### src/rtl/trace_line_writer.sv
// Serialises one cache trace record into the ASCII line "<op> <hex addr>\n", one byte per valid/ready beat.
// Define TRACE_ZERO_SUPPRESS_EN to drop leading zero hex digits. An all-zero address still emits a single "0".
module trace_line_writer #(
    parameter int ADDR_WIDTH = 32,
    parameter int CNT_WIDTH  = 16
) (
    input  logic                  clk,
    input  logic                  rst_n,
    input  logic                  in_valid,
    output logic                  in_ready,
    input  logic [3:0]            in_op,
    input  logic [ADDR_WIDTH-1:0] in_addr,
    output logic                  out_valid,
    input  logic                  out_ready,
    output logic [7:0]            out_byte,
    output logic                  out_last,
    output logic                  busy,
    output logic                  bad_op,
    output logic [CNT_WIDTH-1:0]  line_count
);

    localparam int NIB   = ADDR_WIDTH / 4;
    localparam int IDX_W = (NIB > 1) ? $clog2(NIB) : 1;

    typedef enum logic [2:0] {IDLE, OP, SP, HEX, NL} state_t;

    state_t                state, state_nxt;
    logic [3:0]            op_q;
    logic [ADDR_WIDTH-1:0] addr_q;
    logic [IDX_W-1:0]      nib_idx;
    logic [IDX_W-1:0]      nib_start;
    logic [3:0]            cur_nib;
    logic                  in_fire;
    logic                  out_fire;
    logic                  op_legal;

    assign in_fire  = in_valid && in_ready;
    assign out_fire = out_valid && out_ready;
    assign op_legal = (in_op <= 4'd9);

    always_comb begin
        cur_nib = 4'h0;
        for (int i = 0; i < NIB; i++) begin
            if (nib_idx == IDX_W'(i)) cur_nib = addr_q[i*4 +: 4];
        end
    end

    // The highest non-zero nibble wins because the scan runs upward.
`ifdef TRACE_ZERO_SUPPRESS_EN
    always_comb begin
        nib_start = '0;
        for (int i = 0; i < NIB; i++) begin
            if (addr_q[i*4 +: 4] != 4'h0) nib_start = IDX_W'(i);
        end
    end
`else
    assign nib_start = IDX_W'(NIB - 1);
`endif

    always_ff @(posedge clk or negedge rst_n) begin
        if (!rst_n) state <= IDLE;
        else        state <= state_nxt;
    end

    always_comb begin
        state_nxt = state;
        case (state)
            IDLE: if (in_fire && op_legal)             state_nxt = OP;
            OP:   if (out_fire)                        state_nxt = SP;
            SP:   if (out_fire)                        state_nxt = HEX;
            HEX:  if (out_fire && nib_idx == '0)       state_nxt = NL;
            NL:   if (out_fire)                        state_nxt = IDLE;
            default:                                   state_nxt = IDLE;
        endcase
    end

    always_comb begin
        in_ready  = (state == IDLE);
        busy      = (state != IDLE);
        out_valid = (state != IDLE);
        out_last  = (state == NL);
        out_byte  = 8'h00;
        case (state)
            OP:  out_byte = 8'h30 + {4'h0, op_q};
            SP:  out_byte = 8'h20;
            HEX: out_byte = (cur_nib < 4'd10) ? (8'h30 + {4'h0, cur_nib})
                                              : (8'h57 + {4'h0, cur_nib});
            NL:  out_byte = 8'h0A;
            default: out_byte = 8'h00;
        endcase
    end

    // An illegal op is consumed in IDLE without ever leaving it, so only the pulse records it.
    always_ff @(posedge clk or negedge rst_n) begin
        if (!rst_n) begin
            op_q       <= 4'h0;
            addr_q     <= '0;
            nib_idx    <= '0;
            bad_op     <= 1'b0;
            line_count <= '0;
        end else begin
            bad_op <= in_fire && !op_legal;
            if (in_fire && op_legal) begin
                op_q   <= in_op;
                addr_q <= in_addr;
            end
            if (state == SP && out_fire) begin
                nib_idx <= nib_start;
            end else if (state == HEX && out_fire && nib_idx != '0) begin
                nib_idx <= nib_idx - 1'b1;
            end
            if (state == NL && out_fire) begin
                line_count <= line_count + 1'b1;
            end
        end
    end

endmodule

### config.mk
export PLATFORM = sky130hd
export DESIGN_NAME = trace_line_writer
export DESIGN_NICKNAME = d
export VERILOG_FILES = /design/src/rtl/trace_line_writer.sv
export SDC_FILE = /design/constraint.sdc
export NUM_CORES = 1
export LEC_CHECK = 0
export ABC_AREA = 1
export CAP_MARGIN = 30
export CORE_MARGIN = 1.5
export CORE_UTILIZATION = 45
export DETAILED_ROUTE_END_ITERATION = 8
export DONT_BUFFER_PORTS = 1
export HOLD_SLACK_MARGIN = 0.12
export PLACE_DENSITY = 0.63
export SYNTH_ARGS = -nofsm -noshare
export SYNTH_HDL_FRONTEND = slang
export SYNTH_SLANG_ARGS = --single-unit
### constraint.sdc
create_clock -name clk -period 2.75 [get_ports clk]
set_input_delay 0.275 -clock clk [delete_from_list [all_inputs] [get_ports clk]]
set_output_delay 0.275 -clock clk [all_outputs]
set_load 0.005 [all_outputs]
==> summary.md, run 1 <==
| Metric | Value |
|---|---|
| Async SR Flop Fraction | `between 90% and 100%` |
| Diode count | `0` |
| Bufs on Longest Clock Path | `2` |
| Vias per cell | `5.083` |
| Post-route cell area | `3926 µm²` |
| Routed vias | `2,567` |
| Distinct cell type count after synthesis | `32` |
| Worst setup EP type | `output pin` |
| Deepest level of the CTS H-tree | `3` |
| DPL Wire Length | `~4.7 mm` |
| Syn avg cell area | `between 8 and 9 µm²` |
| Final setup vio count | `0` |
| Row Count | `30` |
| Placer Congestion | `0.8148` |
| Final hold vios | `0` |
| RSZ-0062 raised after global routing | `yes` |
| CTS clk-pin slew, worst paths | `60 ps` |
| Placed cell count | `roughly 440` |
| Final Instance Count excl. Fillers | `505` |
| Drt drc | `0` |
| FMAX | `372.2 MHz` |
| Multi-input gate area | `1455 µm²` |
| Most common cell in the netlist | `nand2_1` |
| DR iter-0 viols | `between 100 and 150` |
| Sequential Area | `1478 µm²` |
| Synthesis-to-layout area growth | `25.62%` |
| Synth top area cells | `dfrtp_1, nand2_1, inv_1` |
| Ports | `69` |
| Placed cell areas | `3201 µm²` |
| Power after layout | `between 0.003 and 0.004 W` |
| Core box area | `6756 µm²` |
| HP Start | `in_valid` |
| Post-DRT Antenna Nets | `0` |
| Max IR drop VDD | `between 300 and 400 µV` |
| Most used DFF post-synth | `dfrtp_1` |
| Layout cells sized above 1 | `between 10% and 20%` |
| Syn nets | `between 400 and 500` |
| Die width | `86.34 µm` |
| Startpoint types | `flop` |
| CP startpoint | `nib_idx[1]$_DFFE_PN0P_` |
| Flops & latches, synth | `between 50 and 60` |
| Pin count of the biggest net entering global routing | `60` |
| Die H | `86.34 µm` |
| CTS sink cnt | `59` |
| HP Class | `input pin to flop` |
| CTS tree | `built` |
| Mapped cell area | `3125 µm²` |
| Status | `complete, no violations` |
| Drt pass-1 iters | `4` |
| CTS Root Cell | `clkbuf_8` |
| Cell taking the most area after synthesis | `dfrtp_1` |
| Routed WL | `7.028 mm` |
| Cells after synthesis | `370` |
| Initial core utilization | `46.26%` |
| Final min period | `around 2700 ps` |
| Max Cap Violations | `0` |
| Vias in the first global route | `around 2,500` |
| Routed len/inst | `between 10 and 15 µm` |
| Clk_lat worst skew | `roughly 330 ps` |
| Number of flops mapped to enable cells by yosys | `0` |
| Total gr overflow | `0` |
| Worst-path fanout max | `4` |
| Final Max Slew Viols | `0` |
| R2r setup slk | `~700 ps` |
| Antenna violations before repair | `0` |
| Leakage power | `1.914 nW` |
| Top cells by count, synth | `nand2_1, inv_1, dfrtp_1, o21ai_0, nor2_1` |
| Port bufs | `0` |
| RR Startpoint | `state[1]$_DFFE_PN0P_` |
| Clk_skew | `~6.3 ps` |
| Setup Crit Path Kind | `flop to output pin` |
| First-pass GRT wire length | `~12 mm` |
| Die Footprint | `about 7500 µm²` |
| Pwr Density | `984.8 nW/µm²` |
| WP data required | `2480 ps` |
| Worst Path Arrival | `around 2400 ps` |
| FILL cells | `roughly 600` |
| Share of Yosys cell area claimed by the top area cell type | `47.24%` |
| Seq/Total Area, Yosys | `a little under half` |
| Total CTS buffers | `9` |
| Ys Warns | `0` |
| Final period util | `a little over nine tenths` |
| Total GRT Usage | `19.98%` |
| Fin nets | `between 400 and 500` |
-- layout make-up --
| type | count | share of cell area [%] |
|---|---|---|
| clock buffer | 12 | 3.697 |
| clock inverter | 3 | 0.3824 |
| inverter | 62 | 5.927 |
| multi-input combinational | 240 | 37.06 |
| sequential | 59 | 37.64 |
| tap | 80 | 2.549 |
| timing repair buffer | 49 | 12.75 |
-- flip-flops by register name (all words and copies together), names as in the netlist --
| signal | cells |
|---|---|
| addr_q | 32 |
| bad_op | 1 |
| line_count | 16 |
| nib_idx | 3 |
| op_q | 4 |
| state | 3 |
-- metrics by stage --
stage                     setup TNS [ps]  hold WS, ps  utilization, %  setup slack, ps
after floorplan                        0       -20.59               -            500.8
after global routing              -429.9        158.1           58.11           -129.2
final                                  0        161.5           58.11            63.23
after CTS                              0        126.7           56.89            15.03
after global placement                 0       -18.73           47.37            309.8
after detailed placement               0       -18.63           47.37            170.8
-- critical path, cell delays in order (launching register included) --
cell	delay, ps
dfrtp_1	420
inv_2	130
ha_4	170
inv_2	40
nor2_4	140
nand3_1	90
nand2_1	70
nand2_1	70
nand2_1	60
nand2_1	50
nand3_1	60
nand2_1	50
nand2_1	50
nand2_1	60
nand2_2	70
inv_2	50
ha_4	150
nand3_2	80
nand4_1	100
nand2_1	90
nand2_1	70
-- layout by cell type, fill, tap and decap left out, types with 2 or more instances in the layout --
cell and n:
inv_1 56, nand4_1 3, o21ai_0 32, nor2_2 4, nor3_1 5, a21oi_1 8, nand2_4 2, ha_4 3
nand4_4 2, mux2_2 14, nor2_1 16, buf_4 8, nand2_1 90, o22ai_1 2, nand3_2 3, xnor2_1 6
dlygate4sd3_1 37, o211ai_1 2, inv_2 6, buf_6 2, o21ai_1 3, dfrtp_1 58, ha_1 2, nor2_4 3
clkinv_2 3, nand2_2 7, clkbuf_8 10, clkbuf_1 2, xor2_1 8, ha_2 2, nand3_1 15
-- layer usage --
metal,vias up,part of all wire [%],track usage (%)
met4,0,2.1,7.771
met3,20,5.0,5.333
met5,-,0,0
met1,1199,45,25.49
met2,88,48,32.46
li1,1260,-,-
-- path summary, 6_finish.rpt --
| kind | end | cells after the start |
|---|---|---|
| worst max-delay path | out_byte[2] | 20 |
| worst min-delay path | bad_op$_DFF_PN0_ | 2 |
| worst max register to register | nib_idx[2]$_DFFE_PN0P_ | 9 |
| worst min register to register | line_count[15]$_DFFE_PN0P_ | 1 |
| max in group asynchronous | nib_idx[0]$_DFFE_PN0P_ | 2 |
| min in group asynchronous | addr_q[21]$_DFFE_PN0P_ | 2 |
-- report_power, final --
group          leakage (nW)  total [W]  internal [W]  switching (W)
combinational          1.10    0.00181      0.000711        0.00110
clock                0.0860   0.000657      0.000342       0.000315
sequential            0.727    0.00140       0.00119       0.000207
total                  1.91    0.00387       0.00225        0.00162
-- cell families after synthesis --
family,synth area share [%]
AO/OA/AOI/OAI,9.168
flip-flops,47.24
adder cells (fa/ha/maj),2.802
buffers and inverters,9.287
other,0.1200
XOR/XNOR,3.923
multiplexers,5.044
AND/OR/NAND/NOR,22.42
-- repair_timing --
action,4_1_cts,5_1_grt
buffers inserted,6,3
endpoints found under the hold margin,96,0
gates resized for setup,11,19
setup endpoints to repair,3,5
hold buffers,38,0
pin swaps,4,12
Note: power is estimated with default switching activity, not from simulation.
==> inputs of run 2 (changes only) <==
--- a/config.mk
+++ b/config.mk
@@ -7,7 +7,6 @@
 export LEC_CHECK = 0
 export ABC_AREA = 1
 export CAP_MARGIN = 30
-export CORE_MARGIN = 1.5
 export CORE_UTILIZATION = 45
 export DETAILED_ROUTE_END_ITERATION = 8
 export DONT_BUFFER_PORTS = 1
==> run 2 against run 1 <==
Via count down 1.5%. Wire length down 0.95%. Utilization up 0.89 points. Non-clock buffer count up 3. Largest cell class unchanged. Clock power up 7.9%. Final cell count up 0.59%. Design area up 1.5%.
==> summary.md, run 2 (same netlist as run 1, synthesis figures left out) <==
| Metric | Value |
|---|---|
| Routed vias | `around 2,500` |
| R2r setup slk | `around 670 ps` |
| CP Cell Sequence | `buf_6, ha_4, inv_4, nor2_4, nand2_1, nand2_1, nand2_1, nand2_1, nand2_1, nand2_1, nand2_1, nand2_2, a21oi_4, ha_4, inv_2, nand2_2, nand4_1, nand2_1, nand2_1` |
| Max Cap Violations | `0` |
| Vias per cell | `about 5` |
| Max reg flops | `32` |
| R2R Path End | `addr_q[14]$_DFFE_PN0P_` |
| Pwr Density | `between 1000 and 1500 nW/µm²` |
| Die width | `~85 µm` |
| Final setup vio count | `0` |
| Path depth of the worst reg2reg path | `7` |
| Worst setup EP type | `output pin` |
| Core box area | `just under 7000 µm²` |
| Placement Setup Slack | `183.4 ps` |
| DPL Wire Length | `about 4.6 mm` |
| Layout cells sized above 1 | `between 20% and 30%` |
| Most used cell, CP | `nand2_1` |
| Final Max Slew Viols | `0` |
| Setup TNS | `0 ps` |
| Clk_skew | `around 5.9 ps` |
| Final min period | `approximately 2700 ps` |
| Die H | `between 80 and 90 µm` |
| Bufs on Longest Clock Path | `2` |
| Routed len/inst | `around 14 µm` |
| Drt drc | `0` |
| Port bufs | `0` |
| Total GRT Usage | `approximately a fifth` |
| Crit-path max cell delay | `around 440 ps` |
| Total gr overflow | `0` |
| Vias in the first global route | `2,511` |
| CTS tree | `built` |
| Most frequent cells in the layout | `nand2_1, dfrtp_1, inv_1, dlygate4sd3_1, o21ai_0` |
| HP Class | `input pin to flop` |
| Final period util | `between 90% and 100%` |
| Final Instance Count excl. Fillers | `around 510` |
| Synthesis-to-layout area growth | `27.54%` |
| Routed WL | `between 6 and 7 mm` |
| Startpoint types | `flop` |
| Top reg by flops | `addr_q` |
| Status | `complete, no violations` |
| RSZ-0062 raised after global routing | `yes` |
| Worst-path fanout max | `4` |
| Die Footprint | `7283 µm²` |
| DR iter-0 viols | `106` |
| Max IR drop VDD | `between 300 and 400 µV` |
| Placed cell count | `between 400 and 500` |
| WHS Endpoint | `bad_op$_DFF_PN0_` |
| Clk_lat worst skew | `330 ps` |
| RR Startpoint | `state[2]$_DFFE_PN0P_` |
| Drt pass-1 iters | `4` |
| CTS sink cnt | `just under 60` |
| Commonest non-fill, non-tap cell in the layout | `nand2_1` |
| Initial core utilization | `a little under half` |
| Final worst setup slack | `approximately 79 ps` |
| Largest regs | `addr_q x32, line_count x16, op_q x4` |
| Setup Crit Path Kind | `flop to output pin` |
| HP Start | `in_valid` |
| CTS clk-pin slew, worst paths | `about 70 ps` |
| Final hold vios | `0` |
| WP data required | `2480 ps` |
| Ports | `69` |
| Antenna violations before repair | `0` |
| First-pass GRT wire length | `about 11 mm` |
| Slowest cell on the critical path | `dfrtp_2` |
| Worst Path Arrival | `between 2000 and 2500 ps` |
| Total CTS buffers | `9` |
| Row Count | `30` |
| Fin nets | `471` |
| Pin count of the biggest net entering global routing | `60` |
| CTS Root Cell | `clkbuf_8` |
| FMAX | `between 300 and 400 MHz` |
| Deepest level of the CTS H-tree | `3` |
| Post-DRT Antenna Nets | `0` |
| FILL cells | `603` |
| Hold path depth | `2` |
| Placer Congestion | `roughly 0.80` |
| Diode count | `0` |
| Leakage power | `1.947 nW` |
==> run 2: cell count changes in the layout (fill, tap and decap cells not counted), sizes merged <==
cell	change
buf	+3
clkinv	-1
clkbuf	+1
==> run 2: what timing repair did <==
item	4_1_cts	5_1_grt
endpoints found under the setup margin	3	5
gates resized for setup	9	30
endpoints found under the hold margin	96	0
buffers inserted	4	8
pin swaps	1	24
hold buffers	38	0
==> run 2: per-layer routing <==
layer	share of wire [%]	GRT usage, %	wire [µm]
met5	0	0	0
met1	45	24.56	3138
met2	49	32.40	3412
met4	1.8	6.970	126
met3	4.1	4.961	283
==> run 2: cell type report <==
| class | count | area, µm² | share of cell area (%) |
|---|---|---|---|
| repair buffers | 52 | 523.0 | 13.12 |
| flip-flops and latches | 59 | 1479 | 37.10 |
| well taps | 80 | 100.1 | 2.511 |
| clock buffers | 13 | 168.9 | 4.237 |
| clock inverters | 2 | 10.01 | 0.2511 |
| inverters | 62 | 237.7 | 5.964 |
| multi-input cells | 240 | 1468 | 36.82 |
==> run 2: worst max path at each step <==
stage                      startpoint          end
3_5_place_dp   nib_idx[0]$_DFFE_PN0P_  out_byte[4]
4_1_cts        nib_idx[1]$_DFFE_PN0P_  out_byte[4]
6_report       nib_idx[0]$_DFFE_PN0P_  out_byte[2]
2_1_floorplan  nib_idx[0]$_DFFE_PN0P_  out_byte[4]
5_1_grt        nib_idx[1]$_DFFE_PN0P_  out_byte[2]
3_3_place_gp   nib_idx[0]$_DFFE_PN0P_  out_byte[4]
==> run 2: worst max-delay path, delay by kind of cell, from the launching register on <==
family                   cells  cell delay, ps
buffers and inverters        3             240
adder cells (fa/ha/maj)      2             350
AO/OA/AOI/OAI                1             240
flip-flops                   1             440
AND/OR/NAND/NOR             13             800
==> run 2: power by group <==
| part | switching (W) | internal (W) | leakage [nW] |
|---|---|---|---|
| clock network | 0.000316 | 0.000393 | 0.0953 |
| logic | 0.00114 | 0.000802 | 1.13 |
| registers | 0.000208 | 0.00120 | 0.726 |
| total | 0.00166 | 0.00239 | 1.95 |
==> run 2: per-stage QoR <==
step	hold slack [ps]	cell area, µm²	total power [W]	util [%]
2_1_floorplan	-20.59	3126	0.002518	-
3_3_place_gp	-18.67	3201	0.002795	47.37
3_5_place_dp	-17.91	3201	0.002844	47.37
4_1_cts	130.3	3834	0.003690	56.74
5_1_grt	170.3	3986	0.004385	59.00
6_report	163.3	3986	0.004051	59.00
==> inputs of run 3 (changes only) <==
--- a/config.mk
+++ b/config.mk
@@ -12,6 +12,7 @@
 export DONT_BUFFER_PORTS = 1
 export HOLD_SLACK_MARGIN = 0.12
 export PLACE_DENSITY = 0.63
+export SETUP_SLACK_MARGIN = 0.1
 export SYNTH_ARGS = -nofsm -noshare
 export SYNTH_HDL_FRONTEND = slang
 export SYNTH_SLANG_ARGS = --single-unit
==> run 3 against run 2 <==
Sequential power barely moved. Clock-buffer cell count unchanged. Via count down 0.24%. Clock skew down 1.3 ps. Clock power shrank 0.7%. First-iteration DRC count is 28% higher. Combinational power hardly changed. Worst setup slack improved by 31 ps. Critical endpoint is now out_byte[1]. Largest cell class unchanged. Largest power group unchanged. Highest routed layer unchanged.
==> summary.md, run 3 (same netlist as run 1, synthesis figures left out) <==
| Metric | Value |
|---|---|
| Most frequent cells in the layout | `nand2_1, dfrtp_1, inv_1, dlygate4sd3_1, o21ai_0` |
| Worst setup EP type | `output pin` |
| Clk_skew | `between 4 and 5 ps` |
| Final period util | `a little under 100%` |
| Fin util | `58.85%` |
| Final setup vio count | `0` |
| Commonest non-fill, non-tap cell in the layout | `nand2_1` |
| Routed WL | `between 6 and 7 mm` |
| Top layer in use | `met4` |
| Die Footprint | `7283 µm²` |
| FMAX | `about 380 MHz` |
| DRT met1 WL | `slightly above 3 mm` |
| CTS sink cnt | `59` |
| DR WL met2 | `approximately 3.4 mm` |
| Bufs on Longest Clock Path | `2` |
| Final min period | `2640 ps` |
| Deepest level of the CTS H-tree | `3` |
| Leakage power | `1.940 nW` |
| Vias per cell | `approximately 5.0` |
| Initial core utilization | `46.26%` |
| Vias in the first global route | `roughly 2,600` |
| Placer Congestion | `between 0.8 and 0.9` |
| Routed len/inst | `between 10 and 15 µm` |
| DR iter-0 viols | `136` |
| RSZ-0062 raised after global routing | `yes` |
| Multi-input gate area | `roughly 1500 µm²` |
| Placed cell count | `443` |
| Diode count | `0` |
| CTS Root Cell | `clkbuf_8` |
| Ports | `between 60 and 70` |
| Final Instance Count excl. Fillers | `between 500 and 600` |
| Placement Setup Slack | `between 150 and 200 ps` |
| Status | `complete, no violations` |
| CTS clk-pin slew, worst paths | `60 ps` |
| Top reg by flops | `addr_q` |
| Port bufs | `0` |
| Core box area | `6756 µm²` |
| Max IR drop VDD | `~350 µV` |
| Clk_lat worst skew | `320 ps` |
| Routed vias | `2,522` |
| Synthesis-to-layout area growth | `27.22%` |
| Die H | `85.34 µm` |
| Path depth of the worst reg2reg path | `7` |
| Worst-path fanout max | `4` |
| Post-DRT Antenna Nets | `0` |
| Drt drc | `0` |
| Layout cells sized above 1 | `approximately a fifth` |
| Startpoint types | `flop` |
| Setup TNS | `0 ps` |
| HP Class | `input pin to flop` |
| First-pass GRT wire length | `11.45 mm` |
| Drt pass-1 iters | `4` |
| Sequential Area | `approximately 1500 µm²` |
| Total CTS buffers | `9` |
| FILL cells | `roughly 600` |
| Total gr overflow | `0` |
| Hold path depth | `2` |
| Setup Crit Path Kind | `flop to output pin` |
| Pin count of the biggest net entering global routing | `60` |
| WP data required | `roughly 2500 ps` |
| Hold slack | `about 170 ps` |
| Row Count | `30` |
| Met3 WL | `around 300 µm` |
| Largest regs | `addr_q x32, line_count x16, op_q x4` |
| Total GRT Usage | `between 10% and 20%` |
| Antenna violations before repair | `0` |
| R2r setup slk | `between 600 and 700 ps` |
| Max Cap Violations | `0` |
| DPL Wire Length | `around 4.6 mm` |
| Fin nets | `469` |
| CTS tree | `built` |
| Final worst setup slack | `between 100 and 150 ps` |
| Worst Path Arrival | `around 2400 ps` |
| Final Max Slew Viols | `0` |
| Die width | `~85 µm` |
| Max reg flops | `32` |
| Pwr Density | `around 1000 nW/µm²` |
| Final hold vios | `0` |
[run 3: stage by stage]
step / total power [W] / cell area [µm²]
after floorplan: 0.002518 / 3126
after global placement: 0.002795 / 3201
after detailed placement: 0.002844 / 3201
after CTS: 0.003830 / 3900
after global routing: 0.004417 / 3976
final: 0.004069 / 3976
[run 3: power breakdown]
group / switching (W) / internal (W) / total, W
Clock: 0.000311 / 0.000393 / 0.000704
Sequential: 0.000205 / 0.00120 / 0.00140
Combinational: 0.00116 / 0.000806 / 0.00196
Total: 0.00167 / 0.00239 / 0.00407
[run 3: area by class of cell]
class / instances / area share [%]
flip-flops and latches: 59 / 37.16
multi-input cells: 240 / 37.10
repair buffers: 50 / 12.68
inverters: 62 / 6.042
clock buffers: 13 / 4.248
well taps: 80 / 2.517
clock inverters: 2 / 0.2517
[run 3: final timing paths]
check                                                 from                    endpoint
worst max-delay path                nib_idx[1]$_DFFE_PN0P_                 out_byte[1]
worst min-delay path                              in_valid            bad_op$_DFF_PN0_
worst max register to register        state[2]$_DFFE_PN0P_      addr_q[14]$_DFFE_PN0P_
worst min register to register  line_count[15]$_DFFE_PN0P_  line_count[15]$_DFFE_PN0P_
max in group asynchronous                            rst_n      nib_idx[0]$_DFFE_PN0P_
min in group asynchronous                            rst_n      addr_q[24]$_DFFE_PN0P_
[run 3: routing by layer]
layer / track usage [%] / up-vias
met1: 25.19 / 1178
met5: 0 / -
met3: 4.961 / 13
li1: - / 1262
met4: 7.424 / 0
met2: 33.06 / 69
[run 3: timing repair]
action | 4_1_cts | 5_1_grt
hold endpoints to repair | 96 | 0
endpoints found under the setup margin | 4 | 6
hold buffers | 38 | 0
resized for setup | 19 | 19
setup buffers | 9 | 1
pin swaps | 6 | 13
[run 3: critical path, cell delays in order (launching register included)]
cell     delay, ps
dfrtp_1        400
inv_2          130
ha_4           180
inv_4           40
nor2_2         130
buf_4          130
nand2_1         40
nand3_1         80
nand3_1         70
nand2_1         60
nand2_1         50
nand2_1         70
nand2_1         80
a21oi_1        260
nand2_2        120
o21ai_1        210
